$ cat src/rtl/rf_alu_sequencer_if.sv
// rf_alu_sequencer_if
// Handshake bundle between the instruction source / result consumer and the
// sequencer.
//   in_valid/in_ready/in_instr/in_imm        : instruction request channel
//   out_valid/out_ready/out_result/out_zero/
//   out_err                                  : result response channel
// Modports:
//   master : instruction source and result consumer side
//   slave  : sequencer side
interface rf_alu_sequencer_if;
  logic        in_valid;
  logic        in_ready;
  logic [19:0] in_instr;
  logic [31:0] in_imm;
  logic        out_valid;
  logic        out_ready;
  logic [31:0] out_result;
  logic        out_zero;
  logic        out_err;

  modport master (
    output in_valid, in_instr, in_imm, out_ready,
    input  in_ready, out_valid, out_result, out_zero, out_err
  );

  modport slave (
    input  in_valid, in_instr, in_imm, out_ready,
    output in_ready, out_valid, out_result, out_zero, out_err
  );
endinterface

$ cat src/rtl/rf_alu_sequencer.sv
// rf_alu_sequencer
// Multi-cycle controller for a register-file/ALU datapath. Accepts one
// instruction per request handshake, walks IDLE -> EXEC -> WB -> RESP
// (compare skips WB, reserved opcode goes straight to RESP) and returns a
// result record on the response handshake.
// Ports:
//   clk        : clock, rising edge
//   clr        : asynchronous active-high reset
//   sif        : request/response handshake bundle (slave modport)
//   ra, rb, rw : datapath register addresses (registered)
//   aluc       : datapath ALU control (registered, passed through)
//   we         : register-file write enable, high only in WB
//   mux3       : write-back select, 1 = ALU result, 0 = rd
//   rd         : external write data (latched immediate)
//   alu_out    : datapath ALU result
//   zero       : datapath zero flag
//   retired    : count of completed response handshakes (wraps)
// Build option:
//   RF_ALU_SEQ_R0_GUARD_EN : suppress the write enable when rw = 0
module rf_alu_sequencer (
  input  logic                      clk,
  input  logic                      clr,
  rf_alu_sequencer_if.slave         sif,
  output logic [4:0]                ra,
  output logic [4:0]                rb,
  output logic [4:0]                rw,
  output logic [2:0]                aluc,
  output logic                      we,
  output logic                      mux3,
  output logic [31:0]               rd,
  input  logic [31:0]               alu_out,
  input  logic                      zero,
  output logic [15:0]               retired
);

  localparam logic [1:0] S_IDLE = 2'd0;
  localparam logic [1:0] S_EXEC = 2'd1;
  localparam logic [1:0] S_WB   = 2'd2;
  localparam logic [1:0] S_RESP = 2'd3;

  localparam logic [1:0] OP_ALU = 2'b00;
  localparam logic [1:0] OP_LDI = 2'b01;
  localparam logic [1:0] OP_CMP = 2'b10;
  localparam logic [1:0] OP_RSV = 2'b11;

  logic [1:0]  r_state;
  logic [1:0]  r_op;
  logic [4:0]  r_ra;
  logic [4:0]  r_rb;
  logic [4:0]  r_rw;
  logic [2:0]  r_aluc;
  logic        r_we;
  logic        r_mux3;
  logic [31:0] r_rd;
  logic        r_out_valid;
  logic [31:0] r_out_result;
  logic        r_out_zero;
  logic        r_out_err;
  logic [15:0] r_retired;

  logic        w_in_ready;
  logic        w_accept;
  logic        w_wb_we;

  // Gated by clr: the async reset parks the state in IDLE, but no
  // instruction may be accepted while reset is still asserted.
  assign w_in_ready = (r_state == S_IDLE) && !clr;
  assign w_accept   = sif.in_valid && w_in_ready;

`ifdef RF_ALU_SEQ_R0_GUARD_EN
  assign w_wb_we = (r_rw != '0);
`else
  assign w_wb_we = 1'b1;
`endif

  always_ff @(posedge clk or posedge clr) begin
    if (clr) begin
      r_state      <= S_IDLE;
      r_op         <= OP_ALU;
      r_ra         <= '0;
      r_rb         <= '0;
      r_rw         <= '0;
      r_aluc       <= '0;
      r_we         <= 1'b0;
      r_mux3       <= 1'b0;
      r_rd         <= '0;
      r_out_valid  <= 1'b0;
      r_out_result <= '0;
      r_out_zero   <= 1'b0;
      r_out_err    <= 1'b0;
      r_retired    <= '0;
    end else begin
      case (r_state)
        S_IDLE: begin
          if (w_accept) begin
            r_ra   <= sif.in_instr[4:0];
            r_rb   <= sif.in_instr[9:5];
            r_rw   <= sif.in_instr[14:10];
            r_aluc <= sif.in_instr[17:15];
            r_op   <= sif.in_instr[19:18];
            r_rd   <= sif.in_imm;
            if (sif.in_instr[19:18] == OP_RSV) begin
              r_out_valid  <= 1'b1;
              r_out_err    <= 1'b1;
              r_out_result <= '0;
              r_out_zero   <= 1'b0;
              r_state      <= S_RESP;
            end else begin
              r_out_err <= 1'b0;
              r_state   <= S_EXEC;
            end
          end
        end
        S_EXEC: begin
          if (r_op == OP_LDI) begin
            r_out_result <= r_rd;
            r_out_zero   <= 1'b0;
          end else begin
            r_out_result <= alu_out;
            r_out_zero   <= zero;
          end
          if (r_op == OP_CMP) begin
            r_out_valid <= 1'b1;
            r_state     <= S_RESP;
          end else begin
            // we/mux3 are registered, so they are set on the EXEC->WB edge
            // to be valid for exactly the WB cycle.
            r_we    <= w_wb_we;
            r_mux3  <= (r_op == OP_ALU);
            r_state <= S_WB;
          end
        end
        S_WB: begin
          r_we        <= 1'b0;
          r_mux3      <= 1'b0;
          r_out_valid <= 1'b1;
          r_state     <= S_RESP;
        end
        S_RESP: begin
          if (sif.out_ready) begin
            r_out_valid <= 1'b0;
            r_retired   <= r_retired + 16'd1;
            r_state     <= S_IDLE;
          end
        end
        default: r_state <= S_IDLE;
      endcase
    end
  end

  assign sif.in_ready   = w_in_ready;
  assign sif.out_valid  = r_out_valid;
  assign sif.out_result = r_out_result;
  assign sif.out_zero   = r_out_zero;
  assign sif.out_err    = r_out_err;
  assign ra             = r_ra;
  assign rb             = r_rb;
  assign rw             = r_rw;
  assign aluc           = r_aluc;
  assign we             = r_we;
  assign mux3           = r_mux3;
  assign rd             = r_rd;
  assign retired        = r_retired;

endmodule

$ cat src/flat_wrapper.sv
// flat-port wrapper written by rule: the top's interface ports become plain ports
module rf_alu_sequencer_flat 
  (clk, clr, ra, rb, rw, aluc, we, mux3, rd, alu_out, zero, retired, sif_in_valid, sif_in_instr, sif_in_imm, sif_out_ready, sif_in_ready, sif_out_valid, sif_out_result, sif_out_zero, sif_out_err);
  rf_alu_sequencer_if sif_i ();
  input  logic clk;
  input  logic clr;
  output logic [4:0] ra;
  output logic [4:0] rb;
  output logic [4:0] rw;
  output logic [2:0] aluc;
  output logic we;
  output logic mux3;
  output logic [31:0] rd;
  input  logic [31:0] alu_out;
  input  logic zero;
  output logic [15:0] retired;
  input wire logic [$bits(sif_i.in_valid)-1:0] sif_in_valid;
  input wire logic [$bits(sif_i.in_instr)-1:0] sif_in_instr;
  input wire logic [$bits(sif_i.in_imm)-1:0] sif_in_imm;
  input wire logic [$bits(sif_i.out_ready)-1:0] sif_out_ready;
  output wire logic [$bits(sif_i.in_ready)-1:0] sif_in_ready;
  output wire logic [$bits(sif_i.out_valid)-1:0] sif_out_valid;
  output wire logic [$bits(sif_i.out_result)-1:0] sif_out_result;
  output wire logic [$bits(sif_i.out_zero)-1:0] sif_out_zero;
  output wire logic [$bits(sif_i.out_err)-1:0] sif_out_err;
  assign sif_i.in_valid = sif_in_valid;
  assign sif_i.in_instr = sif_in_instr;
  assign sif_i.in_imm = sif_in_imm;
  assign sif_i.out_ready = sif_out_ready;
  assign sif_in_ready = sif_i.in_ready;
  assign sif_out_valid = sif_i.out_valid;
  assign sif_out_result = sif_i.out_result;
  assign sif_out_zero = sif_i.out_zero;
  assign sif_out_err = sif_i.out_err;
  rf_alu_sequencer u_core (.clk(clk), .clr(clr), .sif(sif_i), .ra(ra), .rb(rb), .rw(rw), .aluc(aluc), .we(we), .mux3(mux3), .rd(rd), .alu_out(alu_out), .zero(zero), .retired(retired));
endmodule
$ cat config.mk
export PLATFORM = sky130hd
export DESIGN_NAME = rf_alu_sequencer_flat
export DESIGN_NICKNAME = d
export VERILOG_FILES = /design/src/rtl/rf_alu_sequencer_if.sv /design/src/rtl/rf_alu_sequencer.sv /design/src/flat_wrapper.sv
export SDC_FILE = /design/constraint.sdc
export NUM_CORES = 1
export LEC_CHECK = 0
export CAP_MARGIN = 20
export CELL_PAD_IN_SITES_DETAIL_PLACEMENT = 1
export CELL_PAD_IN_SITES_GLOBAL_PLACEMENT = 2
export CORE_MARGIN = 2
export CORE_UTILIZATION = 28
export DETAILED_ROUTE_END_ITERATION = 10
export PLACE_DENSITY_LB_ADDON = 0.1
export SETUP_SLACK_MARGIN = 0.02
export SLEW_MARGIN = 40
export SYNTH_ARGS = -nofsm -noshare
export SYNTH_HDL_FRONTEND = slang
export SYNTH_SLANG_ARGS = --single-unit
export TNS_END_PERCENT = 30
$ cat constraint.sdc
create_clock -name clk -period 7.4 [get_ports clk]
set_input_delay 1.85 -clock clk [delete_from_list [all_inputs] [get_ports clk]]
set_output_delay 1.85 -clock clk [all_outputs]
set_load 0.01 [all_outputs]
Word level (Yosys, flattened, before mapping)
Cells that the tools add are included.

operators by class
  $add $sub $neg = 1
  multiply operators = 0
  divide/modulo/power cells = 0
  order comparisons = 0
  equal/unequal tests = 11
  shifts and indexed selects = 0
  multiplexer cells = 23
  bitwise gates (word level) = 0
  reduce and logical (&&, ||, !) cells = 13

operators by type and width
  operator                 number
  $mux W32                 3
  $pmux W32 S2             1
  $add A16 B1 Y16 const B  1
  $mux W1                  11
  $eq A2 B2 Y1 const B     4
  $pmux W2 S4              1
  $reduce_and A2 Y1        4
  $mux W2                  3
  $ne A2 B2 Y1 const B     3
  $pmux W1 S2              3
  $eq A2 B1 Y1 const B     2
  $logic_not A2 Y1         2
  $ne A2 B1 Y1 const B     2
  $pmux W1 S4              1
  $reduce_and A4 Y1        1
  $reduce_bool A2 Y1       2
  $reduce_and A3 Y1        1
  $logic_and A1 B1 Y1      2
  $logic_not A1 Y1         1

storage, ports and cells
  register bits after elaboration = 107
  latch bits = 0
  bits in writable memories = 0
  bits in read-only memories = 0
  input bits = 89
  output and inout bits = 104
  logic and storage cells = 62
  memories = 0

Logic depth before layout (Yosys ltp)
Gate-level depths: netlist of run 1.

  depth after elaboration = 5
  depth in mapped cells = 9
  gate-level depth less buffers = 6

Least setup slack after synthesis of run 1
No wires, ideal clock.

  path type = input port to output port
  start = in clr
  end = out sif_in_ready
  arrival time = 2.007 ns
  required time = 5.550 ns
  setup slack = 3.543 ns
  stages = 1
  path buffers = 0
  cells stage by stage = nor2_1

between the ends
  cells in the longest elaborated chain, start to end = 2

RTL lines
  item                 RTL line                text
  start, declared      flat_wrapper.sv:6       input logic clr;
  $logic_not A1 Y1     rf_alu_sequencer.sv:67  assign w_in_ready = (r_state == S_IDLE) && !clr;
  $logic_and A1 B1 Y1  rf_alu_sequencer.sv:67
  end, declared        flat_wrapper.sv:21      output wire logic [$bits(sif_i.in_ready)-1:0] sif_in_ready;

Every way passes these cells.

Worst setup path in the final report of run 1
Same ends and word-level chain as after synthesis.

==> results of run 1 <==
## cells by family after synthesis
group	synth area share
simple gates	0.103
mux	0.205
compound gates	0.0515
fa+ha+maj	0.0133
buf+inv	0.0316
flops	0.568
xor+xnor	0.0279
## layout make-up
cell class / count / area share
Sequential cell: 107 / 0.373
Timing Repair Buffer: 196 / 0.272
Multi-Input combinational cell: 262 / 0.267
Tap cell: 220 / 0.0383
Clock buffer: 11 / 0.0352
Clock inverter: 4 / 0.0103
Inverter: 6 / 0.00383
## power breakdown
part / internal (mW) / total (mW) / switching [mW]
combinational: 0.743 / 1.31 / 0.563
sequential: 0.836 / 1.01 / 0.169
clock: 0.313 / 0.524 / 0.210
## metrics by stage
stage | std cells | utilization | worst slack (ns) | power [mW] | hold WS [ns]
after detailed placement | 791 | 0.414 | 2.55 | 2.35 | 0.458
after global routing | 806 | 0.434 | 2.45 | 3.05 | 0.496
after global placement | 791 | 0.414 | 2.55 | 2.31 | 0.460
final | 806 | 0.434 | 2.51 | 2.84 | 0.465
after floorplan | 397 | - | 2.73 | 1.65 | 0.504
after CTS | 806 | 0.434 | 2.54 | 2.89 | 0.470
## path summary, 6_finish.rpt
check                                       endpoint  slack (ns)  cells past startpoint
max                                     sif_in_ready        2.51                      3
min                               u_core.retired[15]        0.46                      1
max reg2reg                 u_core.sif.out_result[7]        5.06                      7
min reg2reg                       u_core.retired[15]        0.46                      1
max in group asynchronous  u_core.sif.out_result[20]        4.31                      3
min in group asynchronous         u_core.sif.out_err        2.02                      2
## metal layers
metal	wire, µm	global-route usage
met1	5590	0.187
met2	6320	0.251
met3	704	0.0388
met4	228	0.0532
met5	0	0
## registers in the layout (all words and copies together) (netlist names), 2 cells and up
register,cells
u_core.r_state,2
u_core.retired,16
u_core.ra,5
u_core.r_op,2
u_core.rd,32
u_core.sif.out_result,32
u_core.rw,5
u_core.aluc,3
u_core.rb,5
## critical path, cell delays in order
cell and delay [ns]:
clkdlybuf4s50_1 0.51, nor2_1 0.13, clkdlybuf4s50_1 0.55
## cell usage in the layout, fill, tap and decap left out, types with 5 or more instances in the layout
cell type,synthesis,routed
xnor2_1,9,9
nor2_1,10,10
inv_1,6,5
nand2_1,77,77
o21ai_0,29,29
mux2_2,85,85
dfrtp_1,107,107
o21ai_1,7,7
nand3_1,8,8
clkdlybuf4s50_1,0,192
xor2_1,6,6
clkbuf_16,0,9
==> results.toml, run 1 <==
[layout]
nets = 676
drive_gt1_frac = 0.189
multi_input_area_um2 = 1920
fill_cells = 1754
final_area_um2 = 7180
num_antenna_cells = 0
regArea_um2 = 2680
area_growth_pct = 52.3

[route]
antenna_left = 0
via_per_inst = 4.45
wl_mm = 12.8
routedWlPerCell_um = 15.9
route.detailed.drc = 0
dr.pass1.iters = 4
vias = 3584
drt_iter0_markers = 111

[synth]
synth_seq_cells = 107
yosysTopAreaCellShare = 0.568
synth_cells = 397
netlist_top_cells_area = "dfrtp_1, mux2_2, nand2_1"
syn_nets = 491
synth_most_common_cell = "dfrtp_1"
yosysSeqAreaShare = 0.568
synth_commonest_cells = "dfrtp_1, mux2_2, nand2_1"
yosysWarnings = 0
ys.flop_type = "dfrtp_1"
yosys.area.top_type = "dfrtp_1"
avgSynthCellArea_um2 = 11.9
ys_async_sr_fraction = 1.00
synth_edf_count = 0
synthesis.area_um2 = 4710
yosysUniqueCellTypes = 31

[global_routing]
grt_pass1_wl_mm = 21.4
grt.total_usage = 0.150
gr-total-overflow = 0
first_global_vias = 4043
grt_max_degree = 67
antenna_found_initial = 0

[setup_path]
crit_arrival_ns = 3.04
worstPathRequired_ns = 5.55
worst-setup-path-type = "in -> out"
worstSetupStartpoint = "clr"
end_kind = "output port"
reg2reg_from = "u_core.r_state[0]"
startpoint_type = "primary input"
crit_fanout = 4

[sta]
fin_crit_ns = 4.89
drv_slew = 0
setup_viol = 0
max_clock_freq_mhz = 205
final_hold_viol_count = 0
slew_headroom = 0.596
setup_tns_ns = 0
worst_pin_slew_ns = 0.605
rsz0062_at_grt = "no"
finalClockSkew_ns = 0.00975
period_share = 0.660

[placed_design]
port_buffers = 192
place_congestion = 0.725
dp_hpwl_mm = 9.23
post_dp_cell_area_um2 = 6840

[die]
die_area_um2 = 17900
start_util = 0.285
die_w_um = 134
chipHeight_um = 134
pin_count = 193
rows = 47
core_area_um2 = 16500

[clock_network]
htree_levels = 3
cts_tree = "done"
clk_latency_ns = 0.34
cts_hold_buf = 0
clkTransAtPathRegs_ns = 0.07
post_cts.repair.setup_buffers = 0
clk_path_buf_depth = 2
cts_buffers = 9
cts_resized = 0
numClockSinks = 107
clockRootBuffer = "clkbuf_16"

[power_and_ir_drop]
power.ir.vdd_worst_mv = 0.145
p_per_area_nw_per_um2 = 395
cellLeakagePower_nw = 2.99

[min_path]
hp-start = "u_core.retired[15]"
hold_class = "reg -> reg"

[job]
maxCapViolations = 0

[status]
outcome = "completed"
Note: power is estimated with default switching activity, not from simulation.
==> run 2, diff against run 1 <==
--- a/config.mk
+++ b/config.mk
@@ -9,7 +9,7 @@
 export CELL_PAD_IN_SITES_DETAIL_PLACEMENT = 1
 export CELL_PAD_IN_SITES_GLOBAL_PLACEMENT = 2
 export CORE_MARGIN = 2
-export CORE_UTILIZATION = 28
+export CORE_UTILIZATION = 26
 export DETAILED_ROUTE_END_ITERATION = 10
 export PLACE_DENSITY_LB_ADDON = 0.1
 export SETUP_SLACK_MARGIN = 0.02
==> constraint.sdc (replaced) <==
create_clock -name clk -period 4.5 [get_ports clk]
set_input_delay 1.125 -clock clk [delete_from_list [all_inputs] [get_ports clk]]
set_output_delay 1.125 -clock clk [all_outputs]
set_load 0.01 [all_outputs]
==> run 2 against run 1 <==
Compared with the run above:
- register-to-register slack worse by 2.7 ns
- design area up 0.17%
- clock skew rose by 0.0036 ns
- utilization decreased by 3.3 points
- critical path type unchanged
==> results.toml, run 2 (same netlist as run 1, synthesis figures left out) <==
[power_and_ir_drop]
power.total_mw = 4.67
p_per_area_nw_per_um2 = 650
pwr-share-seq = 0.356
power.ir.vdd_worst_mv = 0.242
switchingPower_mw = 1.59
cellLeakagePower_nw = 2.98
combPwrFrac = 0.464
p_sw_frac = 0.341
power.internal_mw = 3.08
clkPwrFrac = 0.181

[setup_path]
crit_slowest_cell = "clkdlybuf4s50_1"
reg2reg_from = "u_core.r_state[0]"
worst-setup-path-type = "in -> out"
crit_family = "buffers and inverters"
rrSetupSlack_ns = 2.37
crit_top_cell = "clkdlybuf4s50_1"
worst-path-buf-inv = 2
crit_arrival_ns = 2.34
cpPeakStageDelay_ns = 0.56
reg2reg_to = "u_core.rd[26]"
path_cells = "clkdlybuf4s50_1 > nor2_1 > clkdlybuf4s50_1"
crit_fanout = 4
worstRegToRegCells = 5
end_kind = "output port"
startpoint_type = "primary input"
worstPathRequired_ns = 3.38

[route]
route.detailed.drc = 0
dr.pass1.iters = 4
routedWlPerCell_um = 16.9
antenna_left = 0
vias = 3597
wl_mm = 13.8
drt_iter0_markers = 92
via_per_inst = 4.41

[die]
rows = 49
die_w_um = 139
die_area_um2 = 19200
core_area_um2 = 17900
start_util = 0.263
pin_count = 193
chipHeight_um = 139

[sta]
max_clock_freq_mhz = 289
rsz0062_at_grt = "no"
finalClockSkew_ns = 0.0134
period_share = 0.769
slew_headroom = 0.557
setup_tns_ns = 0
final_hold_viol_count = 0
holdWs_ns = 0.472
setup_viol = 0
fin_ws_ns = 1.04
fin_crit_ns = 3.46
worst_pin_slew_ns = 0.665
drv_slew = 0

[global_routing]
grt_max_degree = 70
first_global_vias = 3890
grt.total_usage = 0.147
gr-total-overflow = 0
grt_pass1_wl_mm = 22.3
antenna_found_initial = 1

[layout]
drive_gt1_frac = 0.189
final_common_cell = "clkdlybuf4s50_1"
nets = 676
layout_common_cells = "clkdlybuf4s50_1, dfrtp_1, mux2_2"
fill_cells = 1929
area_growth_pct = 52.5
multi_input_area_um2 = 1920
num_antenna_cells = 0
regArea_um2 = 2680

[clock_network]
clk_latency_ns = 0.35
htree_levels = 3
cts_buffers = 9
clockRootBuffer = "clkbuf_16"
cts_tree = "done"
numClockSinks = 107
clkTransAtPathRegs_ns = 0.08
cts_resized = 0
cts_hold_buf = 0
post_cts.repair.setup_buffers = 0
clk_path_buf_depth = 2

[placed_design]
post-place-ws_ns = 1.03
dp_hpwl_mm = 9.67
port_buffers = 192
place_congestion = 0.723

[min_path]
hp-start = "u_core.retired[15]"
min_path_cells = 1
whs_endpoint = "u_core.retired[15]"
hold_class = "reg -> reg"

[job]
maxCapViolations = 0

[status]
outcome = "completed"
run 2: cell types whose count changed in the layout (fill, tap and decap cells not counted), sizes merged:
| cell | change |
|---|---|
| bufinv | -1 |
| clkbuf | +2 |
| clkinv | -2 |
| clkinvlp | +2 |
run 2: metrics by stage:
stage               cells  utilization  instance area [µm²]
finish                816        0.402                 7190
global route          816        0.402                 7190
CTS                   816        0.402                 7190
detailed placement    800        0.384                 6880
global placement      800        0.383                 6860
floorplan             397            -                 4710
run 2: worst max path at each step:
stage | start | end | slack, ns | depth (start not counted)
after floorplan | clr | u_core.aluc[0] | 0.56 | 1
after global placement | clr | sif_in_ready | 1.10 | 3
after detailed placement | clr | sif_in_ready | 1.03 | 3
after CTS | clr | sif_in_ready | 1.02 | 3
after global routing | clr | sif_in_ready | 0.97 | 3
final | clr | sif_in_ready | 1.04 | 3
run 2: area by class of cell:
type,instances,share of cell area
inverters,6,0.00383
clock inverters,3,0.00626
repair buffers,196,0.273
multi-input cells,262,0.267
clock buffers,13,0.0376
well taps,229,0.0398
flip-flops and latches,107,0.372
run 2: metal layers:
metal / GRT usage / share of wire / up-vias
met5: 0 / 0.0012 / -
met4: 0.0542 / 0.018 / 2
met3: 0.0414 / 0.058 / 16
met2: 0.234 / 0.47 / 110
met1: 0.192 / 0.46 / 1755
li1: - / - / 1714
run 2: worst reg2reg max path: cells and delay by family (launching register included):
family / cells / cell delay [ns]
adders and majority gates: 1 / 0.31
buffers and inverters: 2 / 0.63
DFF: 1 / 0.44
muxes: 1 / 0.41
and+or+nand+nor: 1 / 0.24
run 2: power by group through the flow:
stage	sequential [mW]	combinational, mW	clock [mW]
floorplan	1.81	0.899	0
global placement	1.65	2.17	0
detailed placement	1.68	2.20	0
CTS	1.67	2.21	0.881
global route	1.73	2.36	0.917
finish	1.66	2.17	0.845
==> run 3, diff against run 2 <==
==> constraint.sdc (replaced) <==
create_clock -name clk -period 3.3 [get_ports clk]
set_input_delay 0.825 -clock clk [delete_from_list [all_inputs] [get_ports clk]]
set_output_delay 0.825 -clock clk [all_outputs]
set_load 0.01 [all_outputs]
==> run 3 against run 2 <==
Compared with the run above:
- worst setup slack worse by 0.57 ns
- critical path depth up 2
- total power is 40% higher
- die area unchanged
- flip-flop and latch count unchanged
- first-iteration DRC count is 20% lower
- clock power is 53% higher
- sequential power increased by 37%
- utilization grew 0.45 points
- register-to-register slack got worse by 0.93 ns
- sequential share of layout area shrank 0.42 points
- hold slack lost 0.0028 ns
==> results.toml, run 3 (same netlist as run 1, synthesis figures left out) <==
[sta]
rsz0062_at_grt = "no"
setup_viol = 0
period_share = 0.858
finalClockSkew_ns = 0.00709
holdWs_ns = 0.469
worst_pin_slew_ns = 0.732
setup_tns_ns = 0
drv_slew = 0
max_clock_freq_mhz = 353
final_hold_viol_count = 0
slew_headroom = 0.511
fin_crit_ns = 2.83

[route]
antenna_left = 0
drt_iter0_markers = 74
routedWlPerCell_um = 16.7
vias = 3576
wl_mm = 13.7
route.detailed.drc = 0
dr.pass1.iters = 4
via_per_inst = 4.37

[layout]
drive_gt1_frac = 0.194
num_antenna_cells = 0
layout_common_cells = "clkdlybuf4s50_1, dfrtp_1, mux2_2"
post-route-util = 0.406
regArea_um2 = 2680
fill_cells = 1923
final_common_cell = "clkdlybuf4s50_1"
nets = 678
multi_input_area_um2 = 1910
area_growth_pct = 54.2

[global_routing]
grt_pass1_wl_mm = 22.3
antenna_found_initial = 1
grt_max_degree = 67
gr-total-overflow = 0
grt.total_usage = 0.147
first_global_vias = 3882

[power_and_ir_drop]
power.ir.vdd_worst_mv = 0.338
cellLeakagePower_nw = 3.03
p_per_area_nw_per_um2 = 897

[job]
maxCapViolations = 0

[min_path]
hp-start = "u_core.retired[15]"
hold_class = "reg -> reg"

[clock_network]
clockRootBuffer = "clkbuf_16"
cts_tree = "done"
clkTransAtPathRegs_ns = 0.07
cts_resized = 0
cts_buffers = 9
clk_path_buf_depth = 2
clk_latency_ns = 0.35
cts_hold_buf = 0
numClockSinks = 107
post_cts.repair.setup_buffers = 0
htree_levels = 3

[setup_path]
worstSetupStartpoint = "u_core.r_state[0]"
worstPathRequired_ns = 2.47
crit_arrival_ns = 2.01
end_kind = "output port"
worst-setup-path-type = "reg -> out"
rrSetupSlack_ns = 1.44
startpoint_type = "flip-flop"
crit_fanout = 7
reg2reg_from = "u_core.r_state[0]"

[die]
die_w_um = 139
start_util = 0.263
chipHeight_um = 139
core_area_um2 = 17900
rows = 49
die_area_um2 = 19200
pin_count = 193

[placed_design]
place_congestion = 0.759
port_buffers = 192
dp_hpwl_mm = 9.80

[status]
outcome = "completed"
-- run 3: changes by cell type in the layout (fill, tap and decap cells not counted), moves of 2 or more --
cell,change
inv_8,+2
bufinv_16,+2
buf_12,+3
clkbuf_8,-3
-- run 3: area by class of cell --
type | instances | share of cell area
multi-input combinational | 262 | 0.263
clock inverter | 7 | 0.0179
timing repair buffer | 198 | 0.277
inverter | 6 | 0.00361
tap | 229 | 0.0394
sequential | 107 | 0.368
clock buffer | 9 | 0.0310
-- run 3: stage by stage --
| step | power (mW) | setup WS [ns] | area (µm²) | cells |
|---|---|---|---|---|
| global placement | 5.26 | 0.502 | 6910 | 802 |
| finish | 6.52 | 0.469 | 7270 | 818 |
| detailed placement | 5.33 | 0.498 | 6920 | 802 |
| floorplan | 3.70 | 1.19 | 4720 | 397 |
| global route | 6.97 | 0.295 | 7270 | 818 |
| CTS | 6.66 | 0.443 | 7270 | 818 |
-- run 3: worst max-delay path: stages, from the launching register on --
cell and delay [ns]:
dfrtp_1 0.41, inv_1 0.13, ha_1 0.30, inv_1 0.15, nor2_1 0.13, clkdlybuf4s50_1 0.54
-- run 3: metal layers --
metal,global-route usage,wire [µm]
met1,0.191,6090
met4,0.0478,195
met3,0.0411,871
met2,0.237,6510
met5,0,13
-- run 3: path summary, 6_finish.rpt --
| path | to | cells after the start |
|---|---|---|
| hold / removal | u_core.retired[15] | 1 |
| min in group asynchronous | u_core.ra[1] | 2 |
| hold reg to reg | u_core.retired[15] | 1 |
| setup / recovery | sif_in_ready | 5 |
| setup reg to reg | u_core.sif.out_result[17] | 7 |
| max in group asynchronous | u_core.rd[17] | 3 |
-- run 3: report_power, final --
group          internal [mW]  switching [mW]  leakage [nW]
sequential              1.87           0.393          1.36
clock                  0.758           0.531         0.174
combinational           1.69            1.28          1.49
total                   4.32            2.21          3.03
==> edit 1, RTL diff (config.mk and constraints of run 3) <==
Build with the macro `RF_ALU_SEQ_R0_GUARD_EN` defined.
--- a/src/rtl/rf_alu_sequencer.sv
+++ b/src/rtl/rf_alu_sequencer.sv
@@ -18,4 +18,6 @@
 // Build option:
 //   RF_ALU_SEQ_R0_GUARD_EN : suppress the write enable when rw = 0
+`define RF_ALU_SEQ_R0_GUARD_EN
+
 module rf_alu_sequencer (
   input  logic                      clk,
Formal check against the unedited RTL: not equivalent (a bounded check fails within 4 cycles, from zero or initial values).
==> edit 1 against run 3 <==
Setup slack worse by 0.0064 ns. Maximum frequency is 0.23% lower. Register-to-register slack worse by 0.08 ns. Utilization is 0.083 points lower. Cell area is 0.14% higher. Power is 2.0% lower. Via count is 0.34% higher. Largest cell class unchanged. Combinational power hardly changed. Area after synthesis is 1.1% higher. Clock power is 9% lower. Sequential cell count stayed put. Die area is 1.1% higher. Wire length is 3.1% lower.
==> edit 1: results (changes against run 3) <==
status: "finished, final reports clean"
final_cell_count_no_fill: 817  # -0.12%
seq_area_frac_synth_pct: 56.2  # -0.61 points
leakagePower_uw: 0.00301  # -0.67%
routed_via_density: 4.39  # +0.46%
ir_drop_mv: 0.342  # +1.1%
synth_fp_nets: 487  # -0.81%
cp_max_fo: 4  # -3
firstDrtPassIters: 3  # -1
wl_per_cell_um: 16.2  # -3.0%
drtIter0Drc: 90  # +22%
groute.usage.overall_pct: 14.2  # -0.51 points
syn_area_per_cell_um2: 12.1  # +2.1%
cts.htree.levels: 3  # unchanged
post-dp-hpwl_um: 9600  # -2.1%
place_area_mm2: 0.00694  # +0.40%
yosysUniqueCellTypes: 33  # +6.5%
grt_pass1_wl_um: 21700  # -2.8%
post_route_cells_drive_above_1_share_pct: 20.7  # +1.4 points
ys_top_cells_by_area: "dfrtp_1, mux2_2, nand2_1"
skew_ns: 0.0101  # +0.00300 ns
synthTopCellsByCount: "dfrtp_1, mux2_2, nand2_1"
grt_pass1_vias: 3936  # +1.4%
place.gp.congestion: 0.750  # -1.3%
worst_pin_slew_ns: 0.506  # -0.226 ns
dpl.cell_count: 801  # -0.12%
[edit 1: kinds of logic (layout without fill, tap and decap cells)]
group	after synthesis	after routing	synth area share (%)
compound gates	44	44	5.70
buf+inv	27	222	3.68
flops	107	107	56.2
fa+ha+maj	5	5	1.31
xor+xnor	15	15	2.76
mux	86	86	20.3
simple gates	109	109	10.1
[edit 1: worst paths after layout]
| check | from | endpoint | slack, ns | cells past startpoint |
|---|---|---|---|---|
| max | clr | sif_in_ready | 0.46 | 3 |
| min | u_core.sif.out_result[10]$_DFFE_PP0P_ | u_core.sif.out_result[10]$_DFFE_PP0P_ | 0.48 | 2 |
| max reg2reg | u_core.r_state[0]$_DFFE_PP0P_ | u_core.sif.out_result[14]$_DFFE_PP0P_ | 1.36 | 8 |
| min reg2reg | u_core.sif.out_result[10]$_DFFE_PP0P_ | u_core.sif.out_result[10]$_DFFE_PP0P_ | 0.48 | 2 |
| max in group asynchronous | clr | u_core.rd[13]$_DFFE_PP0P_ | 1.71 | 4 |
| min in group asynchronous | clr | u_core.retired[0]$_DFFE_PP0P_ | 0.85 | 2 |
[edit 1: per-stage QoR]
step / utilization, % / hold slack (ns) / setup slack [ns]
2_1_floorplan: - / 0.507 / 1.19
3_3_place_gp: 38.6 / 0.462 / 0.506
3_5_place_dp: 38.7 / 0.470 / 0.457
4_1_cts: 40.4 / 0.488 / 0.410
5_1_grt: 40.5 / 0.510 / 0.306
6_report: 40.5 / 0.480 / 0.462
[edit 1: power by group]
group	switching, uW	leakage (uW)	internal [uW]
Sequential	368	0.00135	1870
Combinational	1280	0.00150	1700
Clock	485	0.000148	683
Total	2140	0.00301	4250
[edit 1: layout make-up]
type,count,area (um2)
repair buffers,201,2040
well taps,229,287
inverters,6,26.3
fillers,1931,10700
flip-flops and latches,107,2680
clock inverters,4,75.1
multi-input cells,259,1930
clock buffers,11,243
[edit 1: routing by layer]
layer / wire [um] / track usage [%] / up-vias
met5: 0 / 0 / -
met4: 231 / 5.21 / 0
met3: 766 / 3.92 / 14
met2: 6440 / 23.0 / 103
met1: 5810 / 18.1 / 1750
li1: - / - / 1721
[edit 1: worst max-delay path, stage by stage]
cell	delay (ns)
clkdlybuf4s50_1	0.49
nor2_1	0.15
clkdlybuf4s50_1	0.55
